===== src/rtl/uart_codec_pkg.sv =====
// uart_codec_pkg: characters, command type, nibble helper and encoder states shared by the UART codec.
// The CR/LF encoder states exist only when UART_ENCODER_NEWLINE_EN is defined.
package uart_codec_pkg;
    localparam logic [7:0] CH_R  = 8'h52;
    localparam logic [7:0] CH_W  = 8'h57;
    localparam logic [7:0] CH_A  = 8'h41;
    localparam logic [7:0] CH_S  = 8'h53;
    localparam logic [7:0] CH_E  = 8'h45;
    localparam logic [7:0] CH_CR = 8'h0D;
    localparam logic [7:0] CH_LF = 8'h0A;

    typedef enum logic [1:0] {CMD_RD = 2'b00, CMD_WR = 2'b01, CMD_ACK = 2'b10, CMD_STAT = 2'b11} cmd_t;

    typedef enum logic [2:0] {
        ST_IDLE, ST_CMD, ST_HEX, ST_END
`ifdef UART_ENCODER_NEWLINE_EN
        , ST_CR, ST_LF
`endif
    } enc_state_t;

    function automatic logic [7:0] nibble_to_ascii(input logic [3:0] n);
        return (n < 4'd10) ? 8'h30 + {4'h0, n} : 8'h57 + {4'h0, n};
    endfunction

    function automatic logic [7:0] cmd_to_ascii(input cmd_t c);
        return c == CMD_RD ? CH_R : c == CMD_WR ? CH_W : c == CMD_ACK ? CH_A : CH_S;
    endfunction
endpackage


===== src/rtl/uart_encoder_if.sv =====
// uart_encoder_if: word request and byte transmitter handshake of the UART encoder.
interface uart_encoder_if;
    logic        i_stb;
    logic [33:0] i_word;
    logic        o_busy;
    logic        o_tx_stb;
    logic [7:0]  o_tx_data;
    logic        i_tx_busy;
    modport master (output i_stb, i_word, i_tx_busy, input o_busy, o_tx_stb, o_tx_data);
    modport slave  (input i_stb, i_word, i_tx_busy, output o_busy, o_tx_stb, o_tx_data);
endinterface


===== src/rtl/uart_encoder.sv =====
// uart_encoder: serializes a 34-bit word as letter, HEX_DIGITS lowercase hex digits and 'E'.
// Define UART_ENCODER_NEWLINE_EN to append CR LF after the terminator.
module uart_encoder
    import uart_codec_pkg::*;
#(
    parameter int HEX_DIGITS = 8
) (
    input  logic          i_clk,
    input  logic          i_rst_n,
    uart_encoder_if.slave bus
);
    localparam int SHIFT = 32 - 4 * HEX_DIGITS;

    enc_state_t  state_q;
    logic [31:0] sh_q;
    logic [2:0]  cnt_q;
    logic        busy_q;
    logic        stb_q;
    logic [7:0]  data_q;
    logic        xfer;
    logic [7:0]  dig;

    assign xfer          = stb_q && !bus.i_tx_busy;
    assign dig           = nibble_to_ascii(sh_q[31:28]);
    assign bus.o_busy    = busy_q;
    assign bus.o_tx_stb  = stb_q;
    assign bus.o_tx_data = data_q;

    // Next character is loaded on the same edge that transfers the current one.
    always_ff @(posedge i_clk or negedge i_rst_n) begin
        if (!i_rst_n) begin
            state_q <= ST_IDLE;
            sh_q    <= '0;
            cnt_q   <= '0;
            busy_q  <= 1'b0;
            stb_q   <= 1'b0;
            data_q  <= 8'h00;
        end else begin
            case (state_q)
                ST_IDLE: if (bus.i_stb) begin
                    sh_q    <= bus.i_word[31:0] << SHIFT;
                    data_q  <= cmd_to_ascii(cmd_t'(bus.i_word[33:32]));
                    stb_q   <= 1'b1;
                    busy_q  <= 1'b1;
                    state_q <= ST_CMD;
                end
                ST_CMD: if (xfer) begin
                    data_q  <= dig;
                    sh_q    <= sh_q << 4;
                    cnt_q   <= 3'(HEX_DIGITS - 1);
                    state_q <= ST_HEX;
                end
                ST_HEX: if (xfer) begin
                    if (cnt_q == 3'd0) begin
                        data_q  <= CH_E;
                        state_q <= ST_END;
                    end else begin
                        data_q <= dig;
                        sh_q   <= sh_q << 4;
                        cnt_q  <= cnt_q - 3'd1;
                    end
                end
`ifdef UART_ENCODER_NEWLINE_EN
                ST_END: if (xfer) begin
                    data_q  <= CH_CR;
                    state_q <= ST_CR;
                end
                ST_CR: if (xfer) begin
                    data_q  <= CH_LF;
                    state_q <= ST_LF;
                end
                ST_LF: if (xfer) begin
                    stb_q   <= 1'b0;
                    busy_q  <= 1'b0;
                    state_q <= ST_IDLE;
                end
`else
                ST_END: if (xfer) begin
                    stb_q   <= 1'b0;
                    busy_q  <= 1'b0;
                    state_q <= ST_IDLE;
                end
`endif
                default: begin
                    stb_q   <= 1'b0;
                    busy_q  <= 1'b0;
                    state_q <= ST_IDLE;
                end
            endcase
        end
    end
endmodule


===== src/flat_wrapper.sv =====
// flat-port wrapper written by rule: the top's interface ports become plain ports
module uart_encoder_flat import uart_codec_pkg::*;
#(
    parameter int HEX_DIGITS = 8
)
  (i_clk, i_rst_n, bus_i_stb, bus_i_word, bus_i_tx_busy, bus_o_busy, bus_o_tx_stb, bus_o_tx_data);
  uart_encoder_if bus_i ();
  input  logic i_clk;
  input  logic i_rst_n;
  input wire logic [$bits(bus_i.i_stb)-1:0] bus_i_stb;
  input wire logic [$bits(bus_i.i_word)-1:0] bus_i_word;
  input wire logic [$bits(bus_i.i_tx_busy)-1:0] bus_i_tx_busy;
  output wire logic [$bits(bus_i.o_busy)-1:0] bus_o_busy;
  output wire logic [$bits(bus_i.o_tx_stb)-1:0] bus_o_tx_stb;
  output wire logic [$bits(bus_i.o_tx_data)-1:0] bus_o_tx_data;
  assign bus_i.i_stb = bus_i_stb;
  assign bus_i.i_word = bus_i_word;
  assign bus_i.i_tx_busy = bus_i_tx_busy;
  assign bus_o_busy = bus_i.o_busy;
  assign bus_o_tx_stb = bus_i.o_tx_stb;
  assign bus_o_tx_data = bus_i.o_tx_data;
  uart_encoder #(.HEX_DIGITS(HEX_DIGITS)) u_core (.i_clk(i_clk), .i_rst_n(i_rst_n), .bus(bus_i));
endmodule

===== config.mk =====
export PLATFORM = sky130hd
export DESIGN_NAME = uart_encoder_flat
export DESIGN_NICKNAME = d
export VERILOG_FILES = /design/src/rtl/uart_codec_pkg.sv /design/src/rtl/uart_encoder_if.sv /design/src/rtl/uart_encoder.sv /design/src/flat_wrapper.sv
export SDC_FILE = /design/constraint.sdc
export NUM_CORES = 1
export LEC_CHECK = 0
export ABC_CLOCK_PERIOD_IN_PS = 3800
export BUFFER_PORTS_ARGS = -buffer_cell sky130_fd_sc_hd__clkbuf_2
export CAP_MARGIN = 30
export CORE_MARGIN = 2
export CORE_UTILIZATION = 35
export DETAILED_ROUTE_END_ITERATION = 16
export PLACE_DENSITY = 0.66
export SYNTH_ARGS = -nofsm -noshare
export SYNTH_HDL_FRONTEND = slang
export SYNTH_SLANG_ARGS = --single-unit

===== constraint.sdc =====
create_clock -name i_clk -period 3.8 [get_ports i_clk]
set_clock_uncertainty 0.15 [all_clocks]
set_input_delay 0.19 -clock i_clk [delete_from_list [all_inputs] [get_ports i_clk]]
set_output_delay 0.19 -clock i_clk [all_outputs]
set_load 0.02 [all_outputs]

==> flow_metrics.env <==
export IMPL_critPathRequiredTime_ns=3.84
export IMPL_critPathLaunchType="flop"
export IMPL_post_cts_setup_buffers=0
export IMPL_nFillCells=658
export IMPL_avgSynthCellArea_um2=10.6
export IMPL_yosysSeqAreaShare_pct=45.7
export IMPL_grt_pass1_vias=1728
export IMPL_cts_buffers=5
export IMPL_arrival_ns=2.70
export IMPL_multiInputGateArea_um2=1160
export IMPL_critPathTopFamily="compound AO/OA/AOI/OAI gates"
export IMPL_synth_top_cell_area_share_pct=45.7
export IMPL_rsz0062_at_grt="false"
export IMPL_synth_seq_cells=45
export IMPL_synthFlopType="dfrtp_1"
export IMPL_die_height_um=87.9
export IMPL_dp_hpwl_um=3490
export IMPL_initial_utilization_pct=36.3
export IMPL_grt_usage_pct=13.9
export IMPL_drv_slew=0
export IMPL_finalHoldViolations=0
export IMPL_dieArea_um2=7730
export IMPL_synth_cell_types=39
export IMPL_yosys_top_cells_area="dfrtp_1, mux2i_1, a21oi_2"
export IMPL_gp_congestion=0.868
export IMPL_ys_async_sr_fraction_pct=100
export IMPL_synth_top_cell_by_area="dfrtp_1"
export IMPL_vias=1759
export IMPL_ios=48
export IMPL_worst_path_buf_inv=2
export IMPL_antenna_left=0
export IMPL_peakVddDrop_mv=0.158
export IMPL_grt_pass1_wl_um=8210
export IMPL_layout_common_cells="clkbuf_2, dfrtp_1, nor2_1"
export IMPL_finalSetupViolations=0
export IMPL_ys_warn_count=0
export IMPL_outcome="complete, no violations"
export IMPL_wl_per_cell_um=12.6
export IMPL_synth_edf_count=0
export IMPL_max_cap_violations=0
export IMPL_hold_class="in2reg"
export IMPL_cts_root_buf="clkbuf_8"
export IMPL_drt_wl_total_um=4780
export IMPL_layout_drive_gt1_share_pct=33.1
export IMPL_worstMarginPinSlew_ns=0.655
export IMPL_fin_crit_sh_pct=70.0
export IMPL_clock_fmax_mhz=376
export IMPL_routed_via_density=4.63
export IMPL_critPathMaxStageDelay_ns=0.65
export IMPL_syn_area_um2=2460
export IMPL_path_class="reg2reg"
export IMPL_placed_area_um2=2750
export IMPL_htree_levels=2
export IMPL_drt_iter0_drc=78
export IMPL_diodes=0
export IMPL_firstDrtPassIters=4
export IMPL_layout_cells_most_common="clkbuf_2"
export IMPL_grt_overflow=0
export IMPL_synthCells=233
export IMPL_io_buffers=46
export IMPL_drc=0
export IMPL_syn2layout_area_growth_pct=18.1
export IMPL_ctsHoldBuffers=5
export IMPL_rows=30
export IMPL_seqCellArea_um2=1130
export IMPL_crit_chain="inv_1, ha_1, or2_1, a2111oi_4, buf_4, and2b_1, a31o_2"
export IMPL_clk_insertion_delay_late_ns=0.30
export IMPL_cp_max_fo=10
export IMPL_power_density_nw_per_um2=328
export IMPL_slew_headroom_pct=56.3
export IMPL_leakagePower_nw=1.28
export IMPL_dieWidth_um=87.9
export IMPL_clkTransAtPathRegs_ns=0.09
export IMPL_period_needed_ns=2.66
export IMPL_cts_tree="done"
export IMPL_cts_max_path_buffers=2
export IMPL_cts_resized=0
export IMPL_slowest_stage="a2111oi_4"
export IMPL_cp_end_kind="flop"
export IMPL_num_nets_final=329
export IMPL_tns_ns=0
export IMPL_antenna_found_initial=0
export IMPL_synth_nets=279
export IMPL_clkSinkCount=45
export IMPL_grt_max_degree=46
export IMPL_fin_area_um2=2910
export IMPL_coreArea_um2=6790
state kept, by name (all words and copies together), names as in the netlist:
signal                flops
u_core.cnt_q              3
u_core.state_q            2
u_core.bus.o_busy         1
u_core.bus.o_tx_data      7
u_core.sh_q              32
logic make-up (layout without fill, tap and decap cells):
| family | Yosys count | in the layout | synth area share (%) |
|---|---|---|---|
| other cells | 1 | 1 | 0.152 |
| compound gates | 62 | 62 | 19.9 |
| xor+xnor | 1 | 1 | 0.356 |
| mux | 30 | 30 | 12.2 |
| buf+inv | 30 | 81 | 7.21 |
| flops | 45 | 45 | 45.7 |
| fa+ha+maj | 8 | 8 | 4.06 |
| simple gates | 56 | 56 | 10.4 |
worst min-delay path, delay by kind of cell:
family / cells / cell delay, ns
AO/OA/AOI/OAI: 1 / 0.12
buffers and inverters: 1 / 0.07
multiplexers: 1 / 0.07
per-layer routing:
metal,wire length (um),part of all wire [%],up-vias,GRT usage [%]
met5,0,0,-,0
met4,92,1.9,0,4.76
met3,224,4.7,6,4.52
met2,2170,45,34,20.6
met1,2290,48,817,19.2
li1,-,-,902,-
area by class of cell:
type / instances / share of cell area, %
clock buffers: 6 / 2.49
clock inverters: 2 / 1.33
multi-input cells: 158 / 40.0
repair buffers: 58 / 11.4
well taps: 96 / 4.13
flip-flops and latches: 45 / 38.7
inverters: 15 / 1.94
cell usage after synthesis, types with 3 or more instances:
cell	number
a21oi_2	28
buf_6	4
dfrtp_1	45
nor2b_1	4
buf_4	4
a21oi_1	8
ha_1	8
buf_2	3
nand2_1	3
nor2_1	35
a31o_2	4
mux2i_1	30
inv_1	15
o21ai_0	7
nand3_1	5
through the flow:
stage / cells / hold slack, ns / worst slack, ns / total power [mW] / utilization [%]
after CTS: 380 / 0.0269 / 1.11 / 0.967 / 42.8
final: 380 / 0.0395 / 1.14 / 0.954 / 42.8
after detailed placement: 367 / 0.166 / 1.15 / 0.594 / 40.4
after floorplan: 233 / -0.256 / 1.72 / 0.554 / -
after global placement: 367 / 0.166 / 1.27 / 0.592 / 40.4
after global routing: 380 / 0.0284 / 0.952 / 1.00 / 42.8
path summary, 6_finish.rpt:
kind | from | end | slack, ns | cells after the start
worst max-delay path | u_core.state_q[0] | u_core.sh_q[0] | 1.14 | 7
worst min-delay path | bus_i_word[14] | u_core.sh_q[14] | 0.04 | 3
worst max register to register | u_core.state_q[0] | u_core.sh_q[0] | 1.14 | 7
worst min register to register | u_core.cnt_q[0] | u_core.cnt_q[0] | 0.31 | 1
max in group asynchronous | i_rst_n | u_core.bus.o_tx_data[5] | 2.73 | 3
min in group asynchronous | i_rst_n | u_core.sh_q[16] | 0.36 | 3
where the power goes:
| part | switching (mW) | internal, mW | total (mW) |
|---|---|---|---|
| logic | 0.0420 | 0.0387 | 0.0808 |
| clock network | 0.170 | 0.198 | 0.367 |
| registers | 0.0109 | 0.495 | 0.506 |
Power figures use the tool's default switching activity.
